$ cat config.mk
export PLATFORM = sky130hd
export DESIGN_NAME = varredura_display_7seg
export DESIGN_NICKNAME = d
export VERILOG_FILES = /design/src/rtl/varredura_display_7seg_pkg.sv /design/src/rtl/decodificador_7seg.sv /design/src/rtl/varredura_display_7seg.sv
export SDC_FILE = /design/constraint.sdc
export NUM_CORES = 1
export LEC_CHECK = 0
export ABC_AREA = 1
export BUFFER_PORTS_ARGS = -buffer_cell sky130_fd_sc_hd__buf_2
export CAP_MARGIN = 10
export CORE_MARGIN = 3
export CORE_UTILIZATION = 57
export CTS_CLUSTER_SIZE = 40
export DETAILED_ROUTE_END_ITERATION = 10
export HOLD_SLACK_MARGIN = 0.02
export PLACE_DENSITY = 0.89
export SYNTH_ARGS = -nofsm -noshare
export SYNTH_HDL_FRONTEND = slang
export SYNTH_HIERARCHICAL = 1
export SYNTH_SLANG_ARGS = --single-unit
export TNS_END_PERCENT = 20
$ cat constraint.sdc
create_clock -name clk -period 2.31 [get_ports clk]
set_input_delay 0.231 -clock clk [delete_from_list [all_inputs] [get_ports clk]]
set_output_delay 0.231 -clock clk [all_outputs]
set_load 0.05 [all_outputs]
$ cat src/rtl/varredura_display_7seg_pkg.sv
// Shared constants for the 7-segment scan driver: hex segment table, slot width
// and polarity helpers.
package pacote_display;

  localparam int LARGURA_SLOT = 2;
  localparam int NUM_SLOTS    = 4;

  // {g,f,e,d,c,b,a}, lit = 1
  localparam logic [6:0] TABELA_SEG [16] = '{
    7'h3F, 7'h06, 7'h5B, 7'h4F, 7'h66, 7'h6D, 7'h7D, 7'h07,
    7'h7F, 7'h6F, 7'h77, 7'h7C, 7'h39, 7'h5E, 7'h79, 7'h71
  };

  function automatic logic [6:0] polaridade_seg(input logic [6:0] v, input logic ativo_baixo);
    return ativo_baixo ? ~v : v;
  endfunction

  function automatic logic [3:0] polaridade_an(input logic [3:0] v, input logic ativo_baixo);
    return ativo_baixo ? ~v : v;
  endfunction

  function automatic logic polaridade_bit(input logic v, input logic ativo_baixo);
    return ativo_baixo ? ~v : v;
  endfunction

endpackage

$ cat src/rtl/decodificador_7seg.sv
// Combinational 4-bit to 7-segment decode, active-high, hex digits A-F included.
module decodificador_7seg
  import pacote_display::*;
(
  input  logic [3:0] i_digito,
  output logic [6:0] o_segmentos
);

  assign o_segmentos = TABELA_SEG[i_digito];

endmodule

$ cat src/rtl/varredura_display_7seg.sv
// 4-digit multiplexed 7-segment driver with blank interval and once-per-scan digit capture.
// Optional leading-zero blanking when SUPRIMIR_ZEROS_EN is defined.
module varredura_display_7seg
  import pacote_display::*;
#(
  parameter int CICLOS_POR_DIGITO    = 50000,
  parameter int TEMPO_APAGADO        = 16,
  parameter int ANODO_ATIVO_BAIXO    = 1,
  parameter int SEGMENTO_ATIVO_BAIXO = 1
) (
  input  logic       clk,
  input  logic       reset_n,
  input  logic [3:0] milhar,
  input  logic [3:0] centena,
  input  logic [3:0] dezena,
  input  logic [3:0] unidade,
  input  logic [3:0] pontos,
  input  logic       habilitar,
  output logic [6:0] segmentos,
  output logic       ponto_decimal,
  output logic [3:0] anodos
);

  localparam int               LP       = (CICLOS_POR_DIGITO > 1) ? $clog2(CICLOS_POR_DIGITO) : 1;
  localparam logic [LP-1:0]    FIM_CONT = LP'(CICLOS_POR_DIGITO - 1);
  localparam logic [LP-1:0]    LIM_APAG = LP'(TEMPO_APAGADO);
  localparam logic             AN_AB    = (ANODO_ATIVO_BAIXO != 0);
  localparam logic             SEG_AB   = (SEGMENTO_ATIVO_BAIXO != 0);

  logic [LP-1:0]           r_presc;
  logic [LARGURA_SLOT-1:0] r_slot;
  logic [3:0]              r_sombra_dig [NUM_SLOTS];
  logic [3:0]              r_sombra_pts;
  logic [6:0]              r_segmentos;
  logic                    r_ponto;
  logic [3:0]              r_anodos;

  logic                    w_fim;
  logic                    w_apagado;
  logic                    w_suprimido;
  logic                    w_desliga;
  logic [3:0]              w_digito;
  logic [6:0]              w_seg_dec;

  assign w_fim     = (r_presc == FIM_CONT);
  assign w_apagado = (r_presc < LIM_APAG);
  assign w_digito  = r_sombra_dig[r_slot];

  decodificador_7seg u_decod (
    .i_digito    (w_digito),
    .o_segmentos (w_seg_dec)
  );

`ifdef SUPRIMIR_ZEROS_EN
  always_comb begin
    w_suprimido = 1'b0;
    case (r_slot)
      2'd3: w_suprimido = (r_sombra_dig[3] == 4'd0);
      2'd2: w_suprimido = (r_sombra_dig[3] == 4'd0) && (r_sombra_dig[2] == 4'd0);
      2'd1: w_suprimido = (r_sombra_dig[3] == 4'd0) && (r_sombra_dig[2] == 4'd0) &&
                          (r_sombra_dig[1] == 4'd0);
      default: w_suprimido = 1'b0;
    endcase
  end
`else
  assign w_suprimido = 1'b0;
`endif

  assign w_desliga = w_apagado || !habilitar || w_suprimido;

  // Prescaler and slot counter; shadow digits reload only at the end of slot 3.
  always_ff @(posedge clk) begin
    if (!reset_n) begin
      r_presc      <= '0;
      r_slot       <= '0;
      r_sombra_pts <= '0;
      for (int i = 0; i < NUM_SLOTS; i++) r_sombra_dig[i] <= '0;
    end else begin
      if (w_fim) begin
        r_presc <= '0;
        r_slot  <= r_slot + 2'd1;
        if (r_slot == 2'd3) begin
          r_sombra_dig[3] <= milhar;
          r_sombra_dig[2] <= centena;
          r_sombra_dig[1] <= dezena;
          r_sombra_dig[0] <= unidade;
          r_sombra_pts    <= pontos;
        end
      end else begin
        r_presc <= r_presc + 1'b1;
      end
    end
  end

  always_ff @(posedge clk) begin
    if (!reset_n) begin
      r_anodos    <= polaridade_an(4'b0000, AN_AB);
      r_segmentos <= polaridade_seg(7'h00, SEG_AB);
      r_ponto     <= polaridade_bit(1'b0, SEG_AB);
    end else begin
      r_anodos    <= polaridade_an(w_desliga ? 4'b0000 : (4'b0001 << r_slot), AN_AB);
      r_segmentos <= polaridade_seg(w_seg_dec, SEG_AB);
      r_ponto     <= polaridade_bit(!w_desliga && r_sombra_pts[r_slot], SEG_AB);
    end
  end

  assign anodos        = r_anodos;
  assign segmentos     = r_segmentos;
  assign ponto_decimal = r_ponto;

endmodule
==> summary.md <==
| Metric | Value |
|---|---|
| Worst min path class | in -> reg |
| Vias in the first global route | 1945 |
| DR WL met2 | 2.23 mm |
| # rows | 24 |
| CTS tree | done |
| Worst Setup End Kind | flop |
| Unrepaired setup endpoints after global routing | false |
| Nets | 400 |
| Commonest non-fill, non-tap cell in the layout | nand2_1 |
| Syn Std Cell Area | 2660 sq um |
| Total GRT Usage | 19.3% |
| Setup TNS | 0 ps |
| Crit path time final | 2020 ps |
| DR WL/cell | 11.6 um |
| # clock sinks | 52 |
| Setup bufs post-CTS | 0 |
| Leakage | 1.35 nW |
| Seq/Total Area, Yosys | 45.1% |
| Run status | complete, no violations |
| Int Pwr | 1.22 mW |
| Worst-path maximum fanout | 9 |
| Detailed Place HPWL | 3.72 mm |
| Initial DRC count | 212 |
| Maxcap violations | 0 |
| Worst rel slew slack | 58.6% |
| Final slew viol count | 0 |
| Largest net degree at the start of global routing | 18 |
| CTS clk-pin slew, worst paths | 80 ps |
| Final ANT Viol Nets | 0 |
| Seq cells post-synth | 52 |
| Core Util, Final | 66.4% |
| Die area | 5530 sq um |
| Initial antenna violation count | 0 |
| Remaining Overflow, GRT | 0 |
| # port buffers | 34 |
| WL final | 4.87 mm |
| First-pass GRT wire length | 8.37 mm |
| Placement Cell Area | 2870 sq um |
| Proportion of layout cells with a drive suffix above 1 | 18.3% |
| CTS resizes | 0 |
| P&R area growth vs syn | 10.8% |
| DRC Markers | 0 |
| Ports | 35 |
| Worst Setup Start Kind | flop |
| Worst slew pin tran | 622 ps |
| Worst-Skew Late Latency | 300 ps |
| Synth top area share | 27.1% |
| Cells after synthesis | 328 |
| Net switching power | 0.388 mW |
| Logic pwr share | 9.3% |
| PwrDens | 546 nW/um^2 |
| Drt via density | 5.20 |
| Hold Violations, Final | 0 |
| Setup violations, final | 0 |
| Max Freq | 496 MHz |
| Final Cell Area | 2950 sq um |
| Initial core utilization | 59.9% |
| Routed met3 length | 312 um |
| Worst Path Required | 2500 ps |
| Synthesized area per cell | 8.12 sq um |
| Clock share of power | 30.2% |
| Worst VDD drop | 0.000265 V |
| Arr. time, crit path | 2210 ps |
| Crit share post-route | 87.3% |
| Ant diodes | 0 |
| CTS max path bufs | 2 |
| Most frequent cells in the layout | 74 x nand2_1, 49 x nor2_1, 44 x inv_1 |
| Top routing layer used | met4 |
| Routed metal-1 wirelength | 2.25 mm |
| Root Driver | clkbuf_8 |
| Fin Clk Skew | 1.73 ps |
| Ys Warns | 6 |
| Top post-synthesis cells by area | dfxtp_1 27%, edfxtp_1 18%, nand2_1 10%, nor2_1 6.9%, inv_1 6.2% |
| Fillcell total | 378 |
| Hold Buf Count CTS | 0 |
| Cell variety after synth | 30 |
| Sw Ratio | 24.1% |
| H-tree depth | 2 |
| Final GP Congestion | 0.869 |
| CTS Buf Count | 5 |
| Reg power frac | 60.6% |
| Largest area contributor in the netlist | dfxtp_1 |
| Core area | 4440 sq um |
| Die width | 74.4 um |
| Die Y-Extent | 74.4 um |
| DR vias | 2172 |
| Drt pass-1 iters | 4 |
| Kind of critical path | reg -> reg |
| Net count after synthesis | 363 |
final cells by class:
cell class              instances  area, sq um  area share (%)
repair buffers                 36          185            6.27
inverters                      47          178            6.02
well taps                      52         65.1            2.20
multi-input cells             223         1240            42.1
flip-flops and latches         52         1200            40.7
clock inverters                 1         3.75           0.127
clock buffers                   7         76.3            2.59
critical path, cell delays in order (launching register included):
cell	delay (ps)
dfxtp_1	380
inv_1	200
o21ai_0	110
o22ai_1	370
inv_1	190
ha_1	320
nand2_1	60
o21ai_0	100
nand2_1	70
nand2_1	60
nand2_1	40
worst paths after layout:
kind	slack, ps	start	depth (start not counted)	endpoint
max	290	flop	10	segmentos[3]
min reg2reg	460	r_presc[0]	1	r_presc[0]
max reg2reg	290	flop	10	segmentos[3]
min	170	pontos[3]	3	r_sombra_pts[3]
state kept, by name (all words and copies together) (netlist names), named ones only:
name,cells
r_presc,16
r_sombra_dig,16
segmentos,7
anodos,4
r_sombra_pts,4
r_slot,2
ponto_decimal,1
cells by family (layout without fill, tap and decap cells):
kind of cell | Yosys count | after routing | share of synthesized area [%]
AO/OA/AOI/OAI | 25 | 25 | 5.12
buffers and inverters | 53 | 91 | 8.27
flip-flops | 52 | 52 | 45.1
adder cells (fa/ha/maj) | 12 | 12 | 5.64
XOR/XNOR | 6 | 6 | 1.97
AND/OR/NAND/NOR | 180 | 180 | 33.9
metrics by stage:
stage               hold WS [ps]  setup slack, ps  power [mW]  std cells
floorplan                    392              503        1.10        328
global placement             431              518        1.14        410
detailed placement           448              327        1.15        410
CTS                          169              305        1.62        418
global route                 175              156        1.69        418
finish                       170              293        1.61        418
power groups by stage:
stage / Combinational (mW) / Sequential (mW) / Clock, mW
6_report: 0.149 / 0.976 / 0.486
5_1_grt: 0.165 / 0.981 / 0.546
4_1_cts: 0.150 / 0.977 / 0.497
3_5_place_dp: 0.149 / 0.998 / 0
3_3_place_gp: 0.144 / 0.997 / 0
2_1_floorplan: 0.0741 / 1.03 / 0
synth_stat cells:
cell type,instances
inv_2,2
nand2_1,74
clkbuf_1,1
nor2_2,2
nor3_1,1
nand2_4,2
buf_1,1
buf_6,2
buf_2,1
nor2_8,2
o21bai_1,2
nand3_1,25
ha_1,12
edfxtp_1,16
dfxtp_1,36
buf_4,1
nand2_2,4
nor2_1,49
nor2_4,10
inv_1,44
o21ai_0,12
nand4_1,7
clkinv_2,1
a21oi_1,6
o22ai_1,5
xor2_1,4
nand4_2,1
nand3b_1,1
xnor2_1,2
nand3_4,2
metal layers:
layer,GRT usage (%),up-vias
met4,7.31,0
met3,4.19,6
met2,30.0,71
met1,26.4,989
met5,0,-
li1,-,1106
Power figures use the tool's default switching activity.
